===== config.mk =====
export PLATFORM = sky130hd
export DESIGN_NAME = gpio_apb_ctrl
export DESIGN_NICKNAME = d
export VERILOG_FILES = /design/src/rtl/gpio_apb_ctrl.sv
export SDC_FILE = /design/constraint.sdc
export NUM_CORES = 1
export LEC_CHECK = 0
export CORE_MARGIN = 3
export CORE_UTILIZATION = 55
export CTS_CLUSTER_DIAMETER = 120
export DETAILED_ROUTE_END_ITERATION = 10
export GPL_TIMING_DRIVEN = 0
export PLACE_DENSITY = 0.86
export SYNTH_ARGS = -nofsm -noshare
export SYNTH_HDL_FRONTEND = slang
export SYNTH_SLANG_ARGS = --single-unit

===== constraint.sdc =====
create_clock -name clock -period 2.9 [get_ports clock]
set_clock_uncertainty 0.2 [all_clocks]
set_input_delay 0.58 -clock clock [delete_from_list [all_inputs] [get_ports clock]]
set_output_delay 0.58 -clock clock [all_outputs]
set_load 0.01 [all_outputs]

===== src/rtl/gpio_apb_ctrl.sv =====
// APB GPIO controller: output pins, synchronised inputs with edge interrupts,
// and a blankable seven-segment driver. Zero-wait-state slave with byte strobes.
module gpio_apb_ctrl #(
    parameter int unsigned OUT_W       = 16,
    parameter int unsigned IN_W        = 16,
    parameter int unsigned SEG_DIGITS  = 8,
    parameter int unsigned SYNC_STAGES = 2
) (
    input  logic                      clock,
    input  logic                      reset_n,
    input  logic [31:0]               in_paddr,
    input  logic                      in_psel,
    input  logic                      in_penable,
    input  logic [2:0]                in_pprot,
    input  logic                      in_pwrite,
    input  logic [31:0]               in_pwdata,
    input  logic [3:0]                in_pstrb,
    output logic                      in_pready,
    output logic [31:0]               in_prdata,
    output logic                      in_pslverr,
    output logic [OUT_W-1:0]          gpio_out,
    input  logic [IN_W-1:0]           gpio_in,
    output logic [8*SEG_DIGITS-1:0]   gpio_seg,
    output logic                      irq
);

    localparam int unsigned SEG_W = 4 * SEG_DIGITS;

    localparam logic [2:0] OFF_OUT     = 3'd0;
    localparam logic [2:0] OFF_IN      = 3'd1;
    localparam logic [2:0] OFF_SEG     = 3'd2;
    localparam logic [2:0] OFF_SEG_EN  = 3'd3;
    localparam logic [2:0] OFF_IE_RISE = 3'd4;
    localparam logic [2:0] OFF_IE_FALL = 3'd5;
    localparam logic [2:0] OFF_STAT    = 3'd6;
    localparam logic [2:0] OFF_UNMAP   = 3'd7;

    logic [OUT_W-1:0]      out_q;
    logic [SEG_W-1:0]      seg_q;
    logic [SEG_DIGITS-1:0] seg_en_q;
    logic [IN_W-1:0]       ie_rise_q;
    logic [IN_W-1:0]       ie_fall_q;
    logic [IN_W-1:0]       stat_q;
    logic [IN_W-1:0]       prev_q;
    logic [IN_W-1:0]       sync_q [SYNC_STAGES];

    logic [2:0]  reg_sel;
    logic        access;
    logic        wr_en;
    logic [31:0] lane_mask;
    logic [IN_W-1:0] sync_last;
    logic [IN_W-1:0] stat_set;
    logic [IN_W-1:0] stat_clr;
    logic        unused_bits;

    assign unused_bits = ^{in_pprot, in_paddr[31:5], in_paddr[1:0]};

    assign reg_sel    = in_paddr[4:2];
    assign access     = in_psel & in_penable;
    assign in_pready  = 1'b1;
    assign in_pslverr = access & ((reg_sel == OFF_UNMAP) | ((reg_sel == OFF_IN) & in_pwrite));
    assign wr_en      = access & in_pwrite & ~in_pslverr;

    always_comb begin
        lane_mask = '0;
        for (int b = 0; b < 4; b++) begin
            lane_mask[8*b +: 8] = {8{in_pstrb[b]}};
        end
    end

    function automatic logic [31:0] lane_merge(input logic [31:0] old_v,
                                               input logic [31:0] new_v,
                                               input logic [31:0] mask);
        return (old_v & ~mask) | (new_v & mask);
    endfunction

    function automatic logic [7:0] seg7(input logic [3:0] v);
        case (v)
            4'h0: seg7 = 8'h03;  4'h1: seg7 = 8'h9F;  4'h2: seg7 = 8'h25;  4'h3: seg7 = 8'h0D;
            4'h4: seg7 = 8'h99;  4'h5: seg7 = 8'h49;  4'h6: seg7 = 8'h41;  4'h7: seg7 = 8'h1F;
            4'h8: seg7 = 8'h01;  4'h9: seg7 = 8'h09;  4'hA: seg7 = 8'h11;  4'hB: seg7 = 8'hC1;
            4'hC: seg7 = 8'h63;  4'hD: seg7 = 8'h85;  4'hE: seg7 = 8'h61;  default: seg7 = 8'h71;
        endcase
    endfunction

    // Plain RW control registers, byte-lane merged
    always_ff @(posedge clock or negedge reset_n) begin
        if (!reset_n) begin
            out_q     <= '0;
            seg_q     <= '0;
            seg_en_q  <= '1;
            ie_rise_q <= '0;
            ie_fall_q <= '0;
        end else if (wr_en) begin
            case (reg_sel)
                OFF_OUT:     out_q     <= OUT_W'(lane_merge(32'(out_q), in_pwdata, lane_mask));
                OFF_SEG:     seg_q     <= SEG_W'(lane_merge(32'(seg_q), in_pwdata, lane_mask));
                OFF_SEG_EN:  seg_en_q  <= SEG_DIGITS'(lane_merge(32'(seg_en_q), in_pwdata, lane_mask));
                OFF_IE_RISE: ie_rise_q <= IN_W'(lane_merge(32'(ie_rise_q), in_pwdata, lane_mask));
                OFF_IE_FALL: ie_fall_q <= IN_W'(lane_merge(32'(ie_fall_q), in_pwdata, lane_mask));
                default: ;
            endcase
        end
    end

    // Input synchroniser chain plus previous-value register for edge detection
    always_ff @(posedge clock or negedge reset_n) begin
        if (!reset_n) begin
            for (int i = 0; i < int'(SYNC_STAGES); i++) begin
                sync_q[i] <= '0;
            end
            prev_q <= '0;
        end else begin
            sync_q[0] <= gpio_in;
            for (int i = 1; i < int'(SYNC_STAGES); i++) begin
                sync_q[i] <= sync_q[i-1];
            end
            prev_q <= sync_last;
        end
    end

    assign sync_last = sync_q[SYNC_STAGES-1];
    assign stat_set  = (sync_last & ~prev_q & ie_rise_q) | (~sync_last & prev_q & ie_fall_q);
    assign stat_clr  = (wr_en && (reg_sel == OFF_STAT)) ? IN_W'(in_pwdata & lane_mask) : '0;

    // Clear is applied before set so a coincident edge keeps the bit
    always_ff @(posedge clock or negedge reset_n) begin
        if (!reset_n) begin
            stat_q <= '0;
        end else begin
            stat_q <= (stat_q & ~stat_clr) | stat_set;
        end
    end

    always_comb begin
        in_prdata = '0;
        if (in_psel) begin
            case (reg_sel)
                OFF_OUT:     in_prdata = 32'(out_q);
                OFF_IN:      in_prdata = 32'(sync_last);
                OFF_SEG:     in_prdata = 32'(seg_q);
                OFF_SEG_EN:  in_prdata = 32'(seg_en_q);
                OFF_IE_RISE: in_prdata = 32'(ie_rise_q);
                OFF_IE_FALL: in_prdata = 32'(ie_fall_q);
                OFF_STAT:    in_prdata = 32'(stat_q);
                default:     in_prdata = '0;
            endcase
        end
    end

    always_comb begin
        gpio_seg = '1;
        for (int k = 0; k < int'(SEG_DIGITS); k++) begin
            gpio_seg[8*k +: 8] = seg_en_q[k] ? seg7(seg_q[4*k +: 4]) : 8'hFF;
        end
    end

    assign gpio_out = out_q;
    assign irq      = |stat_q;

endmodule


==> results of run 1 <==
-- worst max-delay path, stage by stage --
cell           delay, ps
clkbuf_4             160
buf_8                150
buf_4                130
buf_4                180
nor2_2               180
nand2_1              110
a311oi_2             320
dlygate4sd2_1        300
-- where the power goes --
part	total (mW)	internal, mW	leakage, nW	switching, mW
Combinational	1.57	0.801	2.93	0.771
Clock	2.36	1.51	0.306	0.848
Sequential	2.62	2.36	1.80	0.259
-- final timing paths --
| check | startpoint | to | slack (ps) | depth (start not counted) |
|---|---|---|---|---|
| max in group asynchronous | reset_n | async pin | 1700 | 2 |
| worst min-delay path | reset_n | async pin | -30 | 1 |
| worst min register to register | sync_q[24]$_DFF_PN0_ | sync_last[8]$_DFF_PN0_ | 150 | 0 |
| worst max-delay path | in_paddr[4] | in_prdata[0] | 10 | 8 |
| min in group clock | sync_q[24]$_DFF_PN0_ | sync_last[8]$_DFF_PN0_ | 150 | 0 |
| worst max register to register | register | register | 1610 | 2 |
-- through the flow --
step | total power, mW | utilization, % | hold WS [ps] | setup TNS (ps)
floorplan | 3.45 | - | 84.4 | 0
global placement | 4.09 | 69.3 | 131 | -742930
detailed placement | 4.15 | 69.5 | 135 | -16670
CTS | 6.54 | 74.9 | 6.54 | 0
global route | 6.85 | 75.6 | 22.5 | 0
finish | 6.55 | 75.6 | -25.8 | 0
-- cell families after synthesis --
logic type	synth area share (%)
AND/OR/NAND/NOR	14.3
AO/OA/AOI/OAI	13.7
multiplexers	16.5
adder cells (fa/ha/maj)	6.84
flip-flops	43.5
other	0.0427
buffers and inverters	5.20
-- layer usage --
metal | vias up | share of wire, %
li1 | 3344 | -
met1 | 3585 | 40
met2 | 379 | 49
met3 | 76 | 8.3
met4 | 4 | 3.0
met5 | - | 0.12
-- timing repair --
action,CTS,global route
buffers inserted,20,1
setup endpoints to repair,85,43
pin swaps,4,3
resized for setup,103,62
hold endpoints to repair,0,0
-- cell usage after synthesis (3+ instances only) --
cell type  instances
nor4_1             4
a21oi_1           14
ha_1              48
o21ai_1            3
buf_1              4
mux2_2            43
o21ai_0           66
o311ai_0           8
o211ai_1          57
mux2_4            23
mux2i_1           38
a221oi_1           4
buf_2              7
nor2_1            26
clkbuf_1          28
o31a_1             7
or2_2              3
nor3_1             3
nor2b_1           15
nand2_8            4
and2_1            17
nand3_1           23
buf_4             14
nand2b_1          16
or3_1              4
mux4_2            10
dfstp_2            8
a311oi_1           3
nand2_1           86
dfrtp_1          144
nand3b_1          20
o21a_1             9
o32ai_1            3
inv_1             42
-- cells in the final DEF (no fill, tap or decap), types with 18 or more instances in the layout --
| cell | synthesis | layout |
|---|---|---|
| buf_4 | 14 | 34 |
| clkdlybuf4s50_1 | 0 | 102 |
| dfrtp_1 | 144 | 126 |
| dfrtp_2 | 0 | 18 |
| dlygate4sd2_1 | 0 | 39 |
| ha_1 | 48 | 40 |
| inv_1 | 42 | 31 |
| mux2_2 | 43 | 43 |
| mux2_4 | 23 | 23 |
| mux2i_1 | 38 | 37 |
| nand2_1 | 86 | 86 |
| nand3_1 | 23 | 23 |
| nand3b_1 | 20 | 20 |
| nor2_1 | 26 | 25 |
| o211ai_1 | 57 | 57 |
| o21ai_0 | 66 | 63 |
-- cell type report --
class	count	share of cell area [%]
Tap cell	211	2.26
Sequential cell	152	32.9
Buffer	43	2.79
Multi-Input combinational cell	586	39.6
Clock buffer	21	4.03
Timing Repair Buffer	184	15.5
Clock inverter	11	1.46
Inverter	44	1.47
==> reports/results.env, run 1 <==
LEAKAGE_DISSIPATION_nW=5.03
YOSYSTOPAREACELL='dfrtp_1'
MAXCLOCKFREQUENCY_MHz=346
YS_SEQ_ELEMENTS=152
TOTAL_CELL_AREA_AT_THE_PLACEMENT_STAGE_SQ_UM=10700
FAILING_CHECKS='negative hold slack'
POSTSYNTH.TOPFLOPCELL='dfrtp_1'
MIN_PERIOD_PS=2890
CRIT_PATH_MAX_FANOUT=10
DP.CELLS=1211
SYNTHTOLAYOUTAREAGROWTH_PCT=33.0
FINAL_CRITICAL_PATH_SETUP_SLACK_PS=12.8
EFFECTIVE_UTILIZATION_AT_FLOORPLAN_PCT=56.9
WORST_SETUP_PATH_END_KIND='primary output'
REQUIRED_TIME_AT_THE_WORST_SLACK_ENDPOINT_PS=2120
BUSIEST_LAYER='met2'
DP_WORST_SETUP_SLACK_PS=-826
FINAL_NETS=1168
CLOCK_INSERTION_DELAY_WORST_SKEW_PS=420
RSZ0062_AT_GRT='no'
GRT.TOTAL_USAGE_PCT=27.0
HOLD_CLASS='in2async'
CTS.PATH.MAX_BUFFERS=2
OVERFLOW=0
GRT_USE_MET2_PCT=44.7
WORSTSETUPPATHTYPE='in2out'
SYN-INSTANCE-COUNT=829
WL_PER_CELL_UM=18.9
AREA_OF_ALL_PLACED_CELLS_WITHOUT_FILLERS_SQ_UM=11700
ANTENNA_FOUND_INITIAL=2
DRC_VIOLATION_COUNT_AFTER_ROUTING=0
DP.FINAL_HPWL_UM=16500
ROUTED_VIA_DENSITY=5.90
SYNTH.TOP_CELL.AREA_SHARE_PCT=41.1
CLOCKROOTBUFFER='clkbuf_16'
DIE-AREA_SQ_UM=17500
FINAL_HOLD_VIOL_COUNT=7
CORE_SQ_UM=15400
SYNTH.YOSYS.WARNINGS=0
CTS_MADE_BUFFERS=17
USE_MET3_PCT=7.90
VIAS_IN_THE_FIRST_GLOBAL_ROUTE=7337
SYNTH_AREA_SQ_UM=8780
MIN_PERIOD_OVER_PERIOD_PCT=99.6
DRT_ITER0_MARKERS=692
LAYOUT.AREA.SEQ_SQ_UM=3840
FINALWEIGHTEDCONGESTION=0.903
FINAL_ANTENNA_NET_COUNT=0
PINS_OVER_THEIR_SLEW_LIMIT=0
SYNTH_ASYNC_SR_FLOP_SHARE_PCT=100
DR.PASS1.ITERS=6
POWER_DENSITY_nW_PER_UM2=561
DRT-TOTAL-WL_UM=23700
CHIPWIDTH_UM=132
PORTBUFFERS=162
FINAL_LAYOUT_SIZE_SUFFIX_GT1_SHARE_PCT=23.0
NFILLCELLS=1015
FP.DIEH_UM=132
GROUTE.LAYER.MET1.USAGE_PCT=33.9
TOP_LEVEL_PORTS=207
PEAKVDDDROP_mV=0.434
DIODES=0
WIRE_LENGTH_OF_THE_FIRST_GLOBAL_ROUTING_PASS_UM=38000
CRIT_PATH_START_KIND='input port'
NUMBER_OF_ENABLE_FLIP_FLOP_CELLS_AFTER_SYNTHESIS=0
SYNTH.DISTINCT_CELLS=53
CTS.HTREE.LEVELS=4
GRT_START_MAX_NET_PINS=78
CLOCK_SINKS=152
FP-ROW-COUNT=45
FINAL_CELL_COUNT_NO_FILL=1252
MAX-CAP-VIOLATIONS=0
FINAL_SETUP_VIOLATIONS=0
RUN_STATUS='finished with violations'
MULTI_INPUT_COMB_AREA_SQ_UM=4620
ROUTED_VIAS=7388
SYNTH_SEQUENTIAL_AREA_RATIO_PCT=43.5
NETLIST_TOP_CELLS_AREA='dfrtp_1 (41%), ha_1 (6.8%), mux2_2 (5.5%)'
TIMING.CRITICAL_PATH.ARRIVAL_PS=2110
WORST_SLEW_PIN_SLEW_PS=886
POST_CTS_HOLD_BUFFER_COUNT=0
HOLD_SLACK_PS=-25.8
SLEW_HEADROOM_PCT=40.5
CTS_TREE='yes'
POST_CTS_CLOCK_SLEW_AT_THE_LAUNCH_AND_CAPTURE_REGISTERS_OF_THE_WORST_SETUP_AND_HOLD_PATHS_PS=60
POST_SYNTH.CELL_AREA_AVG_SQ_UM=10.6
Power figures use the tool's default switching activity.
==> inputs of run 2 (changes only) <==
--- a/config.mk
+++ b/config.mk
@@ -7,6 +7,7 @@
 export LEC_CHECK = 0
 export CORE_MARGIN = 3
 export CORE_UTILIZATION = 55
+export CTS_BUF_LIST = sky130_fd_sc_hd__clkbuf_8 sky130_fd_sc_hd__clkbuf_16
 export CTS_CLUSTER_DIAMETER = 120
 export DETAILED_ROUTE_END_ITERATION = 10
 export GPL_TIMING_DRIVEN = 0
@@ -14,3 +15,4 @@
 export SYNTH_ARGS = -nofsm -noshare
 export SYNTH_HDL_FRONTEND = slang
 export SYNTH_SLANG_ARGS = --single-unit
+export TNS_END_PERCENT = 50
==> run 2 against run 1 <==
  * Clock power is essentially flat
  * Critical path depth unchanged
  * Count of clock-buffer cells in the layout down 1
  * The flow still finishes with violations (negative hold slack)
  * Die area unchanged
  * Highest routed layer unchanged
==> reports/results.env, run 2 (synthesized netlist as in run 1, its figures left out) <==
MIN_PERIOD_OVER_PERIOD_PCT=99.6  # about the same
PINS_OVER_THEIR_SLEW_LIMIT=0  # unchanged
GRT_START_MAX_NET_PINS=78  # unchanged
POST_CTS_HOLD_BUFFER_COUNT=0  # unchanged
FP-ROW-COUNT=45  # unchanged
DIODES=0  # unchanged
EFFECTIVE_UTILIZATION_AT_FLOORPLAN_PCT=56.9  # unchanged
GRT.TOTAL_USAGE_PCT=26.7  # -0.28 points
POST_CTS_CLOCK_SLEW_AT_THE_LAUNCH_AND_CAPTURE_REGISTERS_OF_THE_WORST_SETUP_AND_HOLD_PATHS_PS=60  # about the same
FINAL_SETUP_VIOLATIONS=0  # unchanged
CRIT_PATH_MAX_FANOUT=10  # unchanged
FINAL_NETS=1165  # -0.26%
WORST_PATH_LARGEST_CELL_DELAY_PS=320  # about the same
DRT_ITER0_MARKERS=647  # -6.5%
HOLD_CLASS='in2async'
CORE_SQ_UM=15400  # unchanged
ANTENNA_FOUND_INITIAL=2  # unchanged
DP.FINAL_HPWL_UM=16500  # unchanged
FIN_TOTAL_PWR_mW=6.53  # -0.29%
TOTAL_CELL_AREA_AT_THE_PLACEMENT_STAGE_SQ_UM=10700  # unchanged
AREA_OF_ALL_PLACED_CELLS_WITHOUT_FILLERS_SQ_UM=11600  # -0.42%
CLOCK_SINKS=152  # unchanged
DR.PASS1.ITERS=7  # +1
CTS_MADE_BUFFERS=17  # unchanged
WORSTPATHCELLLIST='clkbuf_4 > buf_8 > buf_4 > buf_4 > nor2_2 > nand2_1 > a311oi_2 > dlygate4sd2_1'
VIAS_IN_THE_FIRST_GLOBAL_ROUTE=7276  # -0.83%
FINAL_ANTENNA_NET_COUNT=0  # unchanged
CTS_TREE='yes'
CRIT_PATH_START_KIND='input port'
FINALWEIGHTEDCONGESTION=0.903  # unchanged
CLOCK_INSERTION_DELAY_WORST_SKEW_PS=420  # about the same
TIMING.CRITICAL_PATH.ARRIVAL_PS=2110  # about the same
REQUIRED_TIME_AT_THE_WORST_SLACK_ENDPOINT_PS=2120  # about the same
CHIPWIDTH_UM=132  # unchanged
MAXCLOCKFREQUENCY_MHz=346  # about the same
DIE-AREA_SQ_UM=17500  # unchanged
TOP_LEVEL_PORTS=207  # unchanged
FINAL_UTIL_PCT=75.3  # -0.32 points
CTS.PATH.MAX_BUFFERS=2  # unchanged
WL_PER_CELL_UM=19.0  # +0.23%
MOSTFREQUENTLAYOUTCELL='dfrtp_1'
FINALSETUPTNS_PS=0  # unchanged
SYNTHTOLAYOUTAREAGROWTH_PCT=32.4
FAILING_CHECKS='negative hold slack'
OVERFLOW=0  # unchanged
TIMING.CRITICAL_PATH.MAX_DELAY_FAMILY='buffers and inverters'
FP.DIEH_UM=132  # unchanged
WORST_SETUP_PATH_END_KIND='primary output'
MAX-CAP-VIOLATIONS=0  # unchanged
DRT-TOTAL-WL_UM=23700  # about the same
WIRE_LENGTH_OF_THE_FIRST_GLOBAL_ROUTING_PASS_UM=37600  # -1.0%
WORST_SLEW_PIN_SLEW_PS=904  # +18.4 ps
LAYOUT.CELLS.MOST_COMMON_LIST='dfrtp_1 (126), clkdlybuf4s50_1 (101), nand2_1 (86)'
DRC_VIOLATION_COUNT_AFTER_ROUTING=0  # unchanged
MIN_PERIOD_PS=2890  # +1.64 ps
PEAKVDDDROP_mV=0.435  # +0.27%
ROUTED_VIAS=7339  # -0.66%
PORTBUFFERS=162  # unchanged
HOLD_SLACK_PS=-25.3  # +0.452 ps
LEAKAGE_DISSIPATION_nW=5.00  # -0.58%
ROUTED_VIA_DENSITY=5.88  # -0.42%
RUN_STATUS='finished with violations'
FINAL_HOLD_VIOL_COUNT=6  # -1
POWER_DENSITY_nW_PER_UM2=562  # +0.13%
FINAL_LAYOUT_SIZE_SUFFIX_GT1_SHARE_PCT=22.3  # -0.70 points
CP.BUFFERS_INVERTERS=5  # unchanged
SLEW_HEADROOM_PCT=39.3  # -1.2 points
WORSTSETUPPATHTYPE='in2out'
CTS.HTREE.LEVELS=4  # unchanged
TIMING.CRITICAL_PATH.MODE_CELL='buf_4'
CLOCKROOTBUFFER='clkbuf_16'
TIMING.CRITICAL_PATH.SLOWEST_STAGE_CELL='a311oi_2'
==> run 2: cell count changes in the layout (fill, tap and decap cells not counted), sizes merged <==
cell and change:
dlygate4sd2 +5, clkbuf +1, clkdlybuf4s50 -1, inv +1, dlymetal6s2s -5, dlygate4sd1 +1
buf -5
==> run 2: power breakdown <==
| part | internal (mW) | switching [mW] | leakage (nW) | total [mW] |
|---|---|---|---|---|
| sequential | 2.36 | 0.258 | 1.80 | 2.62 |
| combinational | 0.786 | 0.769 | 2.89 | 1.56 |
| clock | 1.51 | 0.851 | 0.310 | 2.36 |
| total | 4.65 | 1.88 | 5.00 | 6.53 |
==> run 2: worst paths after layout <==
path                                      start                endpoint  slack (ps)  cells past startpoint
max in group asynchronous               reset_n               async pin        1690                      2
max                                 in_paddr[4]            in_prdata[0]          10                      8
max reg2reg                            register                register        1550                      2
min in group clock         sync_q[24]$_DFF_PN0_  sync_last[8]$_DFF_PN0_         150                      0
min reg2reg                sync_q[24]$_DFF_PN0_  sync_last[8]$_DFF_PN0_         150                      0
min                                     reset_n               async pin         -30                      1
==> run 2: area by class of cell <==
type | count | area, sq um
Multi-Input combinational cell | 586 | 4610
Sequential cell | 152 | 3840
Fill cell | 1027 | 3810
Timing Repair Buffer | 179 | 1770
Clock buffer | 20 | 467
Buffer | 45 | 330
Tap cell | 211 | 264
Clock inverter | 12 | 174
Inverter | 44 | 169
==> run 2: timing repair <==
action                                  CTS  global route
pin swaps                                 4             3
endpoints found under the setup margin   85            41
endpoints found under the hold margin     0             0
setup buffers                            10             6
gates resized for setup                 107            55
==> run 2: metal layers <==
metal / share of wire, % / wire length (um) / vias to the layer above / GRT usage (%)
met5: 0.13 / 31 / - / 0
met4: 2.8 / 655 / 4 / 9.87
met3: 8.8 / 2100 / 62 / 7.90
met2: 48 / 11400 / 387 / 44.0
met1: 40 / 9480 / 3548 / 33.5
li1: - / - / 3338 / -
==> run 2: stage by stage <==
stage / worst slack [ps] / std cells
after CTS: 3.25 / 1244
after global routing: -13.8 / 1249
after detailed placement: -826 / 1211
after floorplan: 427 / 837
after global placement: -4900 / 1210
final: 11.2 / 1249
==> inputs of run 3 (changes only) <==
--- a/config.mk
+++ b/config.mk
@@ -12,6 +12,7 @@
 export DETAILED_ROUTE_END_ITERATION = 10
 export GPL_TIMING_DRIVEN = 0
 export PLACE_DENSITY = 0.86
+export SLEW_MARGIN = 20
 export SYNTH_ARGS = -nofsm -noshare
 export SYNTH_HDL_FRONTEND = slang
 export SYNTH_SLANG_ARGS = --single-unit
==> run 3 against run 2 <==
  * The flow finishes with violations (negative setup slack)
  * Sequential cell count unchanged
  * Sequential share of layout area down 0.12 points
  * Critical path depth down 2
  * Worst setup slack worse by 30 ps
  * Utilization up 0.27 points
  * First-iteration DRC count up 2.9%
  * Non-clock buffer count up 5
  * Combinational power about the same
  * Die area unchanged
  * Cell count up 0.40%
  * Via count up 0.99%
  * Critical endpoint is now in_prdata[2]
==> reports/results.env, run 3 (synthesized netlist as in run 1, its figures left out) <==
DRC_VIOLATION_COUNT_AFTER_ROUTING=0  # unchanged
PEAKVDDDROP_mV=0.516  # +18%
PINS_OVER_THEIR_SLEW_LIMIT=0  # unchanged
TIMING.CRITICAL_PATH.ARRIVAL_PS=2140  # +30 ps
POWER.SEQUENTIAL.FRACTION_PCT=39.9  # -0.2 points
POWER_DENSITY_nW_PER_UM2=562  # +0.11%
TOP_LEVEL_PORTS=207  # unchanged
GRT.TOTAL_USAGE_PCT=27.4  # +0.70 points
FINAL_NETS=1170  # +0.43%
ANTENNA_FOUND_INITIAL=0  # -2
SW_FRAC_OF_TOTAL_PCT=29.3  # +0.56 points
FINAL_ANTENNA_NET_COUNT=0  # unchanged
ROUTED_VIAS=7412  # +0.99%
RUN_STATUS='finished with violations'
FINAL_LAYOUT_SIZE_SUFFIX_GT1_SHARE_PCT=23.0  # +0.76 points
DIE-AREA_SQ_UM=17500  # unchanged
SLEW_HEADROOM_PCT=41.5  # +2.3 points
WORSTPATHCELLLIST='buf_2 > inv_1 > o31ai_4 > buf_4 > nor3_1 > clkdlybuf4s50_1'
DR.PASS1.ITERS=5  # -2
MAX-CAP-VIOLATIONS=0  # unchanged
WORST_SLEW_PIN_SLEW_PS=871  # -33.7 ps
PORTBUFFERS=162  # unchanged
FIN_TOTAL_PWR_mW=6.56  # +0.46%
SYNTHTOLAYOUTAREAGROWTH_PCT=32.9
HOLD_CLASS='reg2reg'
EFFECTIVE_UTILIZATION_AT_FLOORPLAN_PCT=56.9  # unchanged
DRT_ITER0_MARKERS=666  # +2.9%
COMB_POWER_SHARE_PCT=24.1  # +0.3 points
ROUTED_VIA_DENSITY=5.91  # +0.59%
CRIT_PATH_MAX_FANOUT=7  # -3
REQUIRED_TIME_AT_THE_WORST_SLACK_ENDPOINT_PS=2120  # about the same
CLOCK_INSERTION_DELAY_WORST_SKEW_PS=430  # about the same
MULTI_INPUT_COMB_AREA_SQ_UM=4610  # about the same
FINAL_CRITICAL_PATH_SETUP_SLACK_PS=-19.1  # -30.3 ps
DP.CELLS=1211  # unchanged
DP.FINAL_HPWL_UM=16500  # about the same
RSZ0062_AT_GRT='yes'
POWER.CLOCK.FRACTION_PCT=36.0  # about the same
POST_CTS_CLOCK_SLEW_AT_THE_LAUNCH_AND_CAPTURE_REGISTERS_OF_THE_WORST_SETUP_AND_HOLD_PATHS_PS=60  # about the same
AREA_OF_ALL_PLACED_CELLS_WITHOUT_FILLERS_SQ_UM=11700  # +0.36%
CRIT_PATH_START_KIND='input port'
WL_PER_CELL_UM=19.5  # +2.6%
FINAL_SETUP_VIOLATIONS=1  # +1
CHIPWIDTH_UM=132  # unchanged
WORSTSETUPPATHTYPE='in2out'
OVERFLOW=0  # unchanged
TOTAL_CELL_AREA_AT_THE_PLACEMENT_STAGE_SQ_UM=10700  # about the same
MIN_PERIOD_OVER_PERIOD_PCT=101  # +1.0 points
LAYOUT.AREA.SEQ_SQ_UM=3840  # unchanged
DIODES=0  # unchanged
FINALSETUPTNS_PS=-19.1  # -19.1 ps
WIRE_LENGTH_OF_THE_FIRST_GLOBAL_ROUTING_PASS_UM=38500  # +2.4%
FINAL_HOLD_VIOL_COUNT=0  # -6
FINAL_CELL_COUNT_NO_FILL=1254  # +0.40%
DRT-TOTAL-WL_UM=24400  # +3.0%
CTS.HTREE.LEVELS=4  # unchanged
CLOCKROOTBUFFER='clkbuf_16'
FP-ROW-COUNT=45  # unchanged
MAXCLOCKFREQUENCY_MHz=343  # -1.0%
LAYOUT.CELLS.MOST_COMMON_LIST='dfrtp_1 (126), clkdlybuf4s50_1 (104), nand2_1 (86)'
CTS_TREE='yes'
MOSTFREQUENTLAYOUTCELL='dfrtp_1'
GRT_START_MAX_NET_PINS=78  # unchanged
CTS_MADE_BUFFERS=17  # unchanged
LEAKAGE_DISSIPATION_nW=5.08  # +1.5%
CLOCK_SINKS=152  # unchanged
WORST_SETUP_PATH_END_KIND='primary output'
FP.DIEH_UM=132  # unchanged
P_SWITCHING_mW=1.92  # +2.4%
MIN_PERIOD_PS=2920  # +30.3 ps
FINAL_UTIL_PCT=75.6  # +0.27 points
DP_WORST_SETUP_SLACK_PS=-839  # -12.3 ps
TIMING.CRITICAL_PATH.SLOWEST_STAGE_CELL='clkdlybuf4s50_1'
FAILING_CHECKS='negative setup slack'
CTS.PATH.MAX_BUFFERS=2  # unchanged
FINALWEIGHTEDCONGESTION=0.903  # unchanged
CORE_SQ_UM=15400  # unchanged
INTERNAL-POWER_mW=4.64  # -0.32%
WORST_PATH_LARGEST_CELL_DELAY_PS=580  # +260 ps
HOLD_SLACK_PS=145  # +170 ps
NFILLCELLS=1020  # -0.68%
VIAS_IN_THE_FIRST_GLOBAL_ROUTE=7376  # +1.4%
## run 3: layout make-up
type | instances | area share, %
clock buffers | 19 | 3.88
flip-flops and latches | 152 | 32.9
clock inverters | 13 | 1.51
plain buffers | 47 | 2.99
well taps | 211 | 2.26
multi-input cells | 586 | 39.5
repair buffers | 182 | 15.5
inverters | 44 | 1.45
## run 3: routing by layer
layer | global-route usage [%] | wire length, um
met4 | 9.82 | 778
met5 | 0 | 0
met2 | 45.7 | 11800
met1 | 34.9 | 9760
met3 | 6.76 | 2070
## run 3: critical path: cells and delay by family
kind | cells | cell delay, ps
AND/OR/NAND/NOR | 1 | 230
buffers and inverters | 4 | 1230
AO/OA/AOI/OAI | 1 | 100
## run 3: path summary, 6_finish.rpt
kind | startpoint | to | slack (ps) | depth (start not counted)
max in group asynchronous | reset_n | async pin | 1220 | 3
max | in_paddr[4] | in_prdata[2] | -20 | 6
min in group asynchronous | reset_n | async pin | 490 | 2
max reg2reg | register | register | 1530 | 2
min | sync_q[27]$_DFF_PN0_ | sync_last[11]$_DFF_PN0_ | 150 | 0
min reg2reg | sync_q[27]$_DFF_PN0_ | sync_last[11]$_DFF_PN0_ | 150 | 0
## run 3: timing repair
| item | in CTS | in global routing |
|---|---|---|
| hold buffers | 1 | 0 |
| gates resized for setup | 104 | 59 |
| endpoints found under the hold margin | 69 | 0 |
| endpoints found under the setup margin | 83 | 57 |
| pin swaps | 4 | 2 |
| setup buffers | 11 | 7 |
## run 3: power by group through the flow
| stage | logic (mW) | registers [mW] | clock network (mW) |
|---|---|---|---|
| floorplan | 0.908 | 2.54 | 0 |
| finish | 1.58 | 2.61 | 2.36 |
| global route | 1.72 | 2.64 | 2.48 |
| detailed placement | 1.55 | 2.60 | 0 |
| global placement | 1.50 | 2.58 | 0 |
| CTS | 1.55 | 2.60 | 2.36 |
